===== config.mk =====
export PLATFORM = sky130hd
export DESIGN_NAME = sme_add_sched_flat
export DESIGN_NICKNAME = d
export VERILOG_FILES = /design/src/rtl/sme_add_sched_pkg.sv /design/src/rtl/sme_add_sched_if.sv /design/src/rtl/sme_add_sched_rr_arb.sv /design/src/rtl/sme_add_sched.sv /design/src/flat_wrapper.sv
export SDC_FILE = /design/constraint.sdc
export NUM_CORES = 1
export LEC_CHECK = 0
export CAP_MARGIN = 25
export CORE_AREA = 2 2 303 305
export CTS_BUF_LIST = sky130_fd_sc_hd__clkbuf_8
export DETAILED_ROUTE_END_ITERATION = 7
export DIE_AREA = 0 0 305 307
export HOLD_SLACK_MARGIN = 0.05
export PLACE_DENSITY_LB_ADDON = 0.2
export SLEW_MARGIN = 5
export SYNTH_ARGS = -nofsm -noshare
export SYNTH_HDL_FRONTEND = slang
export SYNTH_SLANG_ARGS = --single-unit

===== constraint.sdc =====
create_clock -name g_clk -period 3.5 [get_ports g_clk]
set_clock_uncertainty 0.2 [all_clocks]
set_input_delay 0.875 -clock g_clk [delete_from_list [all_inputs] [get_ports g_clk]]
set_output_delay 0.875 -clock g_clk [all_outputs]
set_load 0.01 [all_outputs]

===== src/rtl/sme_add_sched_pkg.sv =====
// Shared types and constants for the SME masked-adder scheduler.
//  sme_sched_st_t : scheduler FSM states
//  SME_KS_LAT     : number of enabled cycles the masked Kogge-Stone adder needs
package sme_add_sched_pkg;

  typedef enum logic [1:0] {
    IDLE = 2'd0,
    BUSY = 2'd1,
    RESP = 2'd2
  } sme_sched_st_t;

  localparam int SME_KS_LAT = 5;

endpackage


===== src/rtl/sme_add_sched_if.sv =====
// Bundle between the SME issue logic, the scheduler and the shared adder.
//  req_*  : R requesters, D Boolean shares per operand, packed [(r*D+s)*N +: N]
//  add_*  : link to the shared masked adder (rng_valid comes from the adder's RNG)
//  rsp_*  : single tagged response channel
//  master : issue side + adder side (drives requests, adder results, rsp_ready)
//  slave  : the scheduler
interface sme_add_sched_if #(
  parameter int D  = 3,
  parameter int N  = 32,
  parameter int R  = 2,
  parameter int IW = (R > 1) ? $clog2(R) : 1
);
  logic [R-1:0]     req_valid;
  logic [R-1:0]     req_ready;
  logic [R-1:0]     req_sub;
  logic [R*D*N-1:0] req_mxor;
  logic [R*D*N-1:0] req_mand;
  logic             rng_valid;
  logic             add_en;
  logic             add_sub;
  logic [D*N-1:0]   add_mxor;
  logic [D*N-1:0]   add_mand;
  logic [D*N-1:0]   add_rd;
  logic             add_rdy;
  logic             rsp_valid;
  logic             rsp_ready;
  logic [IW-1:0]    rsp_id;
  logic [D*N-1:0]   rsp_rd;

  modport master (
    output req_valid, req_sub, req_mxor, req_mand, rng_valid, add_rd, add_rdy, rsp_ready,
    input  req_ready, add_en, add_sub, add_mxor, add_mand, rsp_valid, rsp_id, rsp_rd
  );

  modport slave (
    input  req_valid, req_sub, req_mxor, req_mand, rng_valid, add_rd, add_rdy, rsp_ready,
    output req_ready, add_en, add_sub, add_mxor, add_mand, rsp_valid, rsp_id, rsp_rd
  );
endinterface


===== src/rtl/sme_add_sched_rr_arb.sv =====
// sme_rr_arb: combinational round-robin arbiter shared by SME resource schedulers.
//  i_req    in  R   request vector
//  i_ptr    in  IW  highest-priority requester index
//  o_gnt    out R   one-hot grant (zero when no request)
//  o_gnt_id out IW  index of granted requester
//  o_any    out 1   at least one request present
module sme_rr_arb #(
  parameter int R  = 2,
  parameter int IW = (R > 1) ? $clog2(R) : 1
) (
  input  logic [R-1:0]  i_req,
  input  logic [IW-1:0] i_ptr,
  output logic [R-1:0]  o_gnt,
  output logic [IW-1:0] o_gnt_id,
  output logic          o_any
);

  always_comb begin
    o_gnt    = '0;
    o_gnt_id = '0;
    o_any    = 1'b0;
    // Scan from the farthest offset back towards i_ptr so the nearest
    // requester at/after the pointer is the last one written, i.e. wins.
    for (int k = R - 1; k >= 0; k--) begin
      if (i_req[(int'(i_ptr) + k) % R]) begin
        o_gnt_id = IW'((int'(i_ptr) + k) % R);
        o_any    = 1'b1;
      end
    end
    for (int k = 0; k < R; k++) o_gnt[k] = o_any && (int'(o_gnt_id) == k);
  end

endmodule


===== src/rtl/sme_add_sched.sv =====
// sme_add_sched: shares one masked Kogge-Stone adder between R requesters.
//  g_clk     in  global clock
//  g_resetn  in  synchronous active-low reset
//  bus       slave modport of sme_add_sched_if (requests, adder link, response)
// Flow: IDLE grants round-robin and latches the winner's shares, BUSY drives the
// adder (enable gated by RNG availability) until add_rdy, RESP holds the tagged
// result until accepted. Shares are stored, muxed and cleared individually and are
// never combined with each other here.
module sme_add_sched
  import sme_add_sched_pkg::*;
#(
  parameter int D  = 3,
  parameter int N  = 32,
  parameter int R  = 2,
  parameter int IW = (R > 1) ? $clog2(R) : 1
) (
  input  logic          g_clk,
  input  logic          g_resetn,
  sme_add_sched_if.slave bus
);

  sme_sched_st_t         r_st;
  logic [IW-1:0]         r_ptr;
  logic [IW-1:0]         r_id;
  logic                  r_sub;
  logic [D-1:0][N-1:0]   r_mxor;
  logic [D-1:0][N-1:0]   r_mand;
  logic [D-1:0][N-1:0]   r_res;

  logic [R-1:0]          w_gnt;
  logic [IW-1:0]         w_gid;
  logic                  w_any;
  logic                  w_idle, w_busy, w_resp;

  assign w_idle = (r_st == IDLE);
  assign w_busy = (r_st == BUSY);
  assign w_resp = (r_st == RESP);

  sme_rr_arb #(.R(R), .IW(IW)) u_arb (
    .i_req    (bus.req_valid),
    .i_ptr    (r_ptr),
    .o_gnt    (w_gnt),
    .o_gnt_id (w_gid),
    .o_any    (w_any)
  );

  assign bus.req_ready = w_idle ? w_gnt : '0;
  // Dropping en on the add_rdy cycle keeps the adder from starting a new pass.
  assign bus.add_en    = w_busy & bus.rng_valid & ~bus.add_rdy;
  assign bus.add_sub   = w_busy & r_sub;
  // Operand regs are zero outside BUSY, so no extra gating is needed.
  assign bus.add_mxor  = r_mxor;
  assign bus.add_mand  = r_mand;
  assign bus.rsp_valid = w_resp;
  assign bus.rsp_id    = w_resp ? r_id : '0;
  assign bus.rsp_rd    = r_res;

  always_ff @(posedge g_clk) begin
    if (!g_resetn) begin
      r_st   <= IDLE;
      r_ptr  <= '0;
      r_id   <= '0;
      r_sub  <= 1'b0;
      r_mxor <= '0;
      r_mand <= '0;
      r_res  <= '0;
    end else begin
      case (r_st)
        IDLE: if (w_any) begin
          r_id  <= w_gid;
          r_sub <= bus.req_sub[w_gid];
          for (int s = 0; s < D; s++) begin
            r_mxor[s] <= bus.req_mxor[(int'(w_gid) * D + s) * N +: N];
            r_mand[s] <= bus.req_mand[(int'(w_gid) * D + s) * N +: N];
          end
          r_st <= BUSY;
        end
        BUSY: if (bus.add_rdy) begin
          for (int s = 0; s < D; s++) begin
            r_res[s]  <= bus.add_rd[s * N +: N];
            r_mxor[s] <= '0;
            r_mand[s] <= '0;
          end
          r_sub <= 1'b0;
          r_st  <= RESP;
        end
        RESP: if (bus.rsp_ready) begin
          for (int s = 0; s < D; s++) r_res[s] <= '0;
          r_ptr <= (r_id == IW'(R - 1)) ? '0 : r_id + 1'b1;
          r_st  <= IDLE;
        end
        default: r_st <= IDLE;
      endcase
    end
  end

endmodule


===== src/flat_wrapper.sv =====
// flat-port wrapper written by rule: the top's interface ports become plain ports
module sme_add_sched_flat import sme_add_sched_pkg::*;
#(
  parameter int D  = 3,
  parameter int N  = 32,
  parameter int R  = 2,
  parameter int IW = (R > 1) ? $clog2(R) : 1
)
  (g_clk, g_resetn, bus_req_valid, bus_req_sub, bus_req_mxor, bus_req_mand, bus_rng_valid, bus_add_rd, bus_add_rdy, bus_rsp_ready, bus_req_ready, bus_add_en, bus_add_sub, bus_add_mxor, bus_add_mand, bus_rsp_valid, bus_rsp_id, bus_rsp_rd);
  sme_add_sched_if #(.D(D), .N(N), .R(R), .IW(IW)) bus_i ();
  input  logic g_clk;
  input  logic g_resetn;
  input wire logic [$bits(bus_i.req_valid)-1:0] bus_req_valid;
  input wire logic [$bits(bus_i.req_sub)-1:0] bus_req_sub;
  input wire logic [$bits(bus_i.req_mxor)-1:0] bus_req_mxor;
  input wire logic [$bits(bus_i.req_mand)-1:0] bus_req_mand;
  input wire logic [$bits(bus_i.rng_valid)-1:0] bus_rng_valid;
  input wire logic [$bits(bus_i.add_rd)-1:0] bus_add_rd;
  input wire logic [$bits(bus_i.add_rdy)-1:0] bus_add_rdy;
  input wire logic [$bits(bus_i.rsp_ready)-1:0] bus_rsp_ready;
  output wire logic [$bits(bus_i.req_ready)-1:0] bus_req_ready;
  output wire logic [$bits(bus_i.add_en)-1:0] bus_add_en;
  output wire logic [$bits(bus_i.add_sub)-1:0] bus_add_sub;
  output wire logic [$bits(bus_i.add_mxor)-1:0] bus_add_mxor;
  output wire logic [$bits(bus_i.add_mand)-1:0] bus_add_mand;
  output wire logic [$bits(bus_i.rsp_valid)-1:0] bus_rsp_valid;
  output wire logic [$bits(bus_i.rsp_id)-1:0] bus_rsp_id;
  output wire logic [$bits(bus_i.rsp_rd)-1:0] bus_rsp_rd;
  assign bus_i.req_valid = bus_req_valid;
  assign bus_i.req_sub = bus_req_sub;
  assign bus_i.req_mxor = bus_req_mxor;
  assign bus_i.req_mand = bus_req_mand;
  assign bus_i.rng_valid = bus_rng_valid;
  assign bus_i.add_rd = bus_add_rd;
  assign bus_i.add_rdy = bus_add_rdy;
  assign bus_i.rsp_ready = bus_rsp_ready;
  assign bus_req_ready = bus_i.req_ready;
  assign bus_add_en = bus_i.add_en;
  assign bus_add_sub = bus_i.add_sub;
  assign bus_add_mxor = bus_i.add_mxor;
  assign bus_add_mand = bus_i.add_mand;
  assign bus_rsp_valid = bus_i.rsp_valid;
  assign bus_rsp_id = bus_i.rsp_id;
  assign bus_rsp_rd = bus_i.rsp_rd;
  sme_add_sched #(.D(D), .N(N), .R(R), .IW(IW)) u_core (.g_clk(g_clk), .g_resetn(g_resetn), .bus(bus_i));
endmodule

== Word-level counts from Yosys, hierarchy flattened ==
Index checks and enable logic that the tools add are counted.

* Memory bits (writable): 0
* Output and inout port bits: 294
* Bits in latches: 0
* Input bits: 489
* Memories: 0
* Word-level logic and storage cells: 77
* Flip-flop bits (word level): 293
* Memory bits (read-only): 0

* Magnitude comparators: 3
* Div/mod/pow operators: 0
* Reduce and logical (&&, ||, !) cells: 10
* Equal/unequal tests: 5
* Shift operators: 6
* $add $sub $neg: 4
* Bitwise logic cells: 6
* Multiply operators: 1
* Muxes and demuxes: 29

{| class="wikitable"
|+ Operator list
! operator !! number
|-
| $shiftx A192 B32 Y32 || 6
|-
| $pmux W96 S2 || 3
|-
| $mux W96 || 5
|-
| $add A27 B2 Y27 const B || 1
|-
| $add A27 B3 Y27 const B || 1
|-
| $mux W1 || 15
|-
| $reduce_and A3 Y1 || 3
|-
| $mux W2 || 4
|-
| $ne A2 B2 Y1 const B || 3
|-
| $pmux W2 S3 || 1
|-
| $lt A1 B2 Y1 const B || 2
|-
| $reduce_and A2 Y1 || 2
|-
| $reduce_bool A2 Y1 || 2
|-
| $and A1 B1 Y1 || 3
|-
| $lt A2 B3 Y1 const B || 1
|-
| $mul A1 B2 Y3 const B || 1
|-
| $add A1 B1 Y1 const B || 2
|-
| $eq A2 B1 Y1 const B || 1
|-
| $eq A2 B2 Y1 const B || 1
|-
| $logic_and A1 B1 Y1 || 2
|-
| $logic_not A2 Y1 || 1
|-
| $not A1 Y1 || 2
|-
| $pmux W1 S2 || 1
|-
| $and A1 B1 Y1 const A || 1
|}

== Longest topological paths before layout ==
* Depth in word-level cells: 12
* Depth in mapped cells: 8

== Modules after synthesis ==
Synthesis repeated with hierarchy kept, for this count alone.

* Cell total of the unflattened synthesis: 1266
* Area, all modules: 12294.3 µm²

{| class="wikitable"
|+ By module, submodules not included
! module !! cells each !! area each (µm²) !! seq. area each (µm²) !! instances
|-
| sme_add_sched || 1261 || 12261.8 || 5865.6 || 1
|-
| sme_rr_arb || 5 || 32.5 || 0.0 || 1
|}

== Worst setup path before layout ==
OpenSTA, ideal clock, no wires.

* Kind: input-to-output
* From: input bus_req_valid[0]
* To: output bus_req_ready[1]
* Arrival time: 1.472 ns
* Stages on the path: 4
* Buffers on the path: 1
* Setup slack: 0.953 ns
* Cell sequence: inv_1 -> o21ai_2 -> buf_2 -> nor3_1

* Word-level cells in the longest chain between the ends: 7
* Elaborated cells on any way between the ends: 11

{| class="wikitable"
|+ RTL lines
! item !! line !! source
|-
| start: declaration || flat_wrapper.sv:13 || <nowiki>input wire logic [$bits(bus_i.req_valid)-1:0] bus_req_valid;</nowiki>
|-
| $mux W1 (not written as such) (3 in series) || sme_add_sched_rr_arb.sv:25 || <nowiki>if (i_req[(int'(i_ptr) + k) % R]) begin</nowiki>
|-
| $mux W1 (2 in series) || sme_add_sched_rr_arb.sv:25 ||
|-
| $logic_and A1 B1 Y1 * || sme_add_sched_rr_arb.sv:30 || <nowiki>for (int k = 0; k < R; k++) o_gnt[k] = o_any && (int'(o_gnt_id) == k);</nowiki>
|-
| $mux W2 * || sme_add_sched.sv:47 || <nowiki>assign bus.req_ready = w_idle ? w_gnt : '0;</nowiki>
|-
| end: declaration || flat_wrapper.sv:21 || <nowiki>output wire logic [$bits(bus_i.req_ready)-1:0] bus_req_ready;</nowiki>
|}

Mark *: on every way between the ends. The rest lies on a longest branch, timed or not. The select of a mux whose other input is x is not followed.

== Final worst setup path ==
* From: input bus_req_valid[1]
* To: output bus_req_ready[1]

Same word-level chain as after synthesis.

==> metrics.txt <==
Seq cells post-synth=between 200 and 300; pwr/cell area=~420 mW/mm2; GRT Max-Usage Layer=met2; Routed Antenna Nets=0; WL/cell=about 19 um; final net count=between 2000 and 2500; CTS sink count=around 290; CTS resizes=2; Power Total=9.211 mW; Synth Instances=994; RSZ-0062 raised after global routing=no; mean post-synth cell area=about 12 um2; CTS H-Tree Depth=2; CTS root buf=clkbuf_8; crit share post-route=between 90% and 100%; Placed Cells=~2900; startpoint types=primary input; clock slew at reported path FFs=about 50 ps; num ports=between 700 and 800; postcts setup bufs=0; via count=~11000; first-pass GRT wire length=slightly below 80000 um; Post-Syn Nets=between 1000 and 1500; P_leak=around 8.4 nW; Yosys cell types=26; Least-Margin Pin Slew=roughly 750 ps; met3 Resource Use GR=5.727%; register area=around 0.0059 mm2; sequential element share of the synthesized area=around 51%; Max Freq=293.4 MHz; vias in the first global route=approximately 12000; GR Util met2=20.27%; Die H=307 um; Post-Route Utilization=24.22%; Syn Std Cell Area=0.01145 mm2; Die Width=between 300 and 400 um; placeable core area=0.09069 mm2; met1 usage=between 10% and 20%; Clock Path Buffers=3; share of cells above drive strength 1=a little over 7%; antenna violations before repair=17; headroom to the max-slew limit=49.65%; count of non-filler cells in the finished layout=around 3000; max-slew violation count=0; max-cap violations=0; Multi-input gate area=0.005149 mm2; post-DP HPWL=about 43000 um; worst hold-check path type=register to register; final hold vios=0; DRT iter0 DRCs=between 300 and 400; Crit Path Max Fanout=2; final setup TNS=0 ps; cts hold-fix bufs=0; Overflow after GRT=0; Fill cells=between 9000 and 10000; vias per inst=roughly 3.7; # DRC=0; arrival time worst endpoint=2330 ps; Initial Util=12.63%; Worst VDD drop=roughly 0.23 mV; largest net degree at the start of global routing=between 80 and 90; Routability Congestion=approximately 0.74; CTS tree=yes; endpoints failing setup=0; IO buf count=slightly below 800; Pre-antenna DRT Iters=4; Period minus WS final=3409 ps; FP Rows=around 110; worst-skew pair later-pin latency=around 710 ps; Post-Place Cell Area=0.02081 mm2; outcome=completed; Worst EP required=between 2000 and 2500 ps; global-route usage over all layers=a little under an eighth; Routed Wire Length=56230 um; CP Class=primary input to output pin; Final Cell Area=around 0.022 mm2; die area=0.09364 mm2; area added between synthesis and finish=91.84%; yosys warns=0; CTS buffer count=between 50 and 60; kind of end point of the critical path=output pin
==> layout by cell type (no fill, tap or decap), types with 2 or more instances in the layout <==
| master | n |
|---|---|
| and2_1 | 3 |
| clkinv_2 | 3 |
| nand2_1 | 3 |
| nor2_1 | 2 |
| buf_4 | 33 |
| inv_1 | 23 |
| clkdlybuf4s50_1 | 780 |
| nor2b_1 | 97 |
| o2bb2ai_1 | 193 |
| diode_2 | 6 |
| clkbuf_8 | 73 |
| inv_8 | 2 |
| a22oi_1 | 96 |
| dfxtp_1 | 293 |
| buf_12 | 13 |
| mux2i_1 | 193 |
| o21a_1 | 2 |
==> path summary, 6_finish.rpt <==
| path | start | endpoint | slack, ps | cells past startpoint |
|---|---|---|---|---|
| setup / recovery | bus_req_valid[1] | bus_req_ready[1] | 90 | 4 |
| hold / removal | u_core.bus.add_mand[80] | u_core.bus.add_mand[80] | 260 | 1 |
| setup reg to reg | u_core.r_ptr | u_core.bus.add_mand[71] | 1290 | 5 |
| hold reg to reg | u_core.bus.add_mand[80] | u_core.bus.add_mand[80] | 260 | 1 |
==> layout make-up <==
type                       instances  share of cell area [%]
timing repair buffer             827                   37.87
sequential                       293                   26.70
multi-input combinational        604                   23.44
tap                             1186                   6.754
clock buffer                      73                   4.573
clock inverter                    28                  0.5809
antenna                            6                 0.06834
inverter                           1                 0.01709
==> per-stage QoR <==
stage               hold slack [ps]  setup WS, ps
finish                        258.2         91.28
global route                  277.4         40.90
CTS                           261.7         13.05
global placement              243.6        -16.48
floorplan                     225.4         953.1
detailed placement            245.4        -3.216
==> per-layer routing <==
metal,vias up,wire (um)
met2,508,28190
met1,5118,20340
met5,-,103
met3,89,6056
li1,5354,-
met4,14,1530
==> report_power, final <==
group / total, mW / leakage (nW) / internal (mW) / switching, mW
sequential: 3.73 / 2.40 / 3.59 / 0.143
clock: 3.47 / 0.666 / 1.86 / 1.61
combinational: 2.01 / 5.38 / 1.21 / 0.796
total: 9.21 / 8.45 / 6.66 / 2.55
==> registers in the layout, summed over array words and instances, names as in the netlist <==
register / cells
u_core.r_st: 2
u_core.bus.rsp_rd: 96
u_core.r_ptr: 1
u_core.r_id: 1
u_core.r_sub: 1
u_core.bus.add_mxor: 96
u_core.bus.add_mand: 96
==> synthesized netlist by cell type <==
cell / instances / area, um2
a21boi_2: 1 / 11.26
a21oi_1: 1 / 5.000
a21oi_4: 1 / 16.27
a22oi_1: 96 / 720.7
and2_1: 3 / 18.77
and3_1: 1 / 6.260
and3b_1: 2 / 17.52
buf_1: 8 / 30.03
buf_2: 52 / 260.3
buf_6: 5 / 56.30
clkbuf_1: 31 / 116.4
dfxtp_1: 293 / 5866
inv_1: 1 / 3.750
mux2i_1: 193 / 1932
nand2_1: 3 / 11.26
nand2b_1: 1 / 6.260
nand3b_1: 1 / 7.510
nor2_1: 2 / 7.510
nor2b_1: 98 / 613.1
nor3_1: 2 / 10.01
nor4bb_1: 1 / 10.01
o211ai_1: 1 / 7.510
o21a_1: 2 / 15.01
o21ai_0: 1 / 5.000
o21ai_2: 1 / 8.760
o2bb2ai_1: 193 / 1690
==> logic make-up (layout without fill, tap and decap cells) <==
family / count (synthesis) / count (layout) / share of synthesized area [%]
compound gates: 297 / 297 / 21.65
mux: 193 / 193 / 16.87
buf+inv: 97 / 929 / 4.075
other cells: 0 / 6 / 0
simple gates: 114 / 114 / 6.184
flops: 293 / 293 / 51.22
==> worst max-delay path, stage by stage <==
cell	delay (ps)
clkdlybuf4s50_1	570
o21ai_4	100
nor3_2	190
clkdlybuf4s50_1	590
Power figures use the tool's default switching activity.
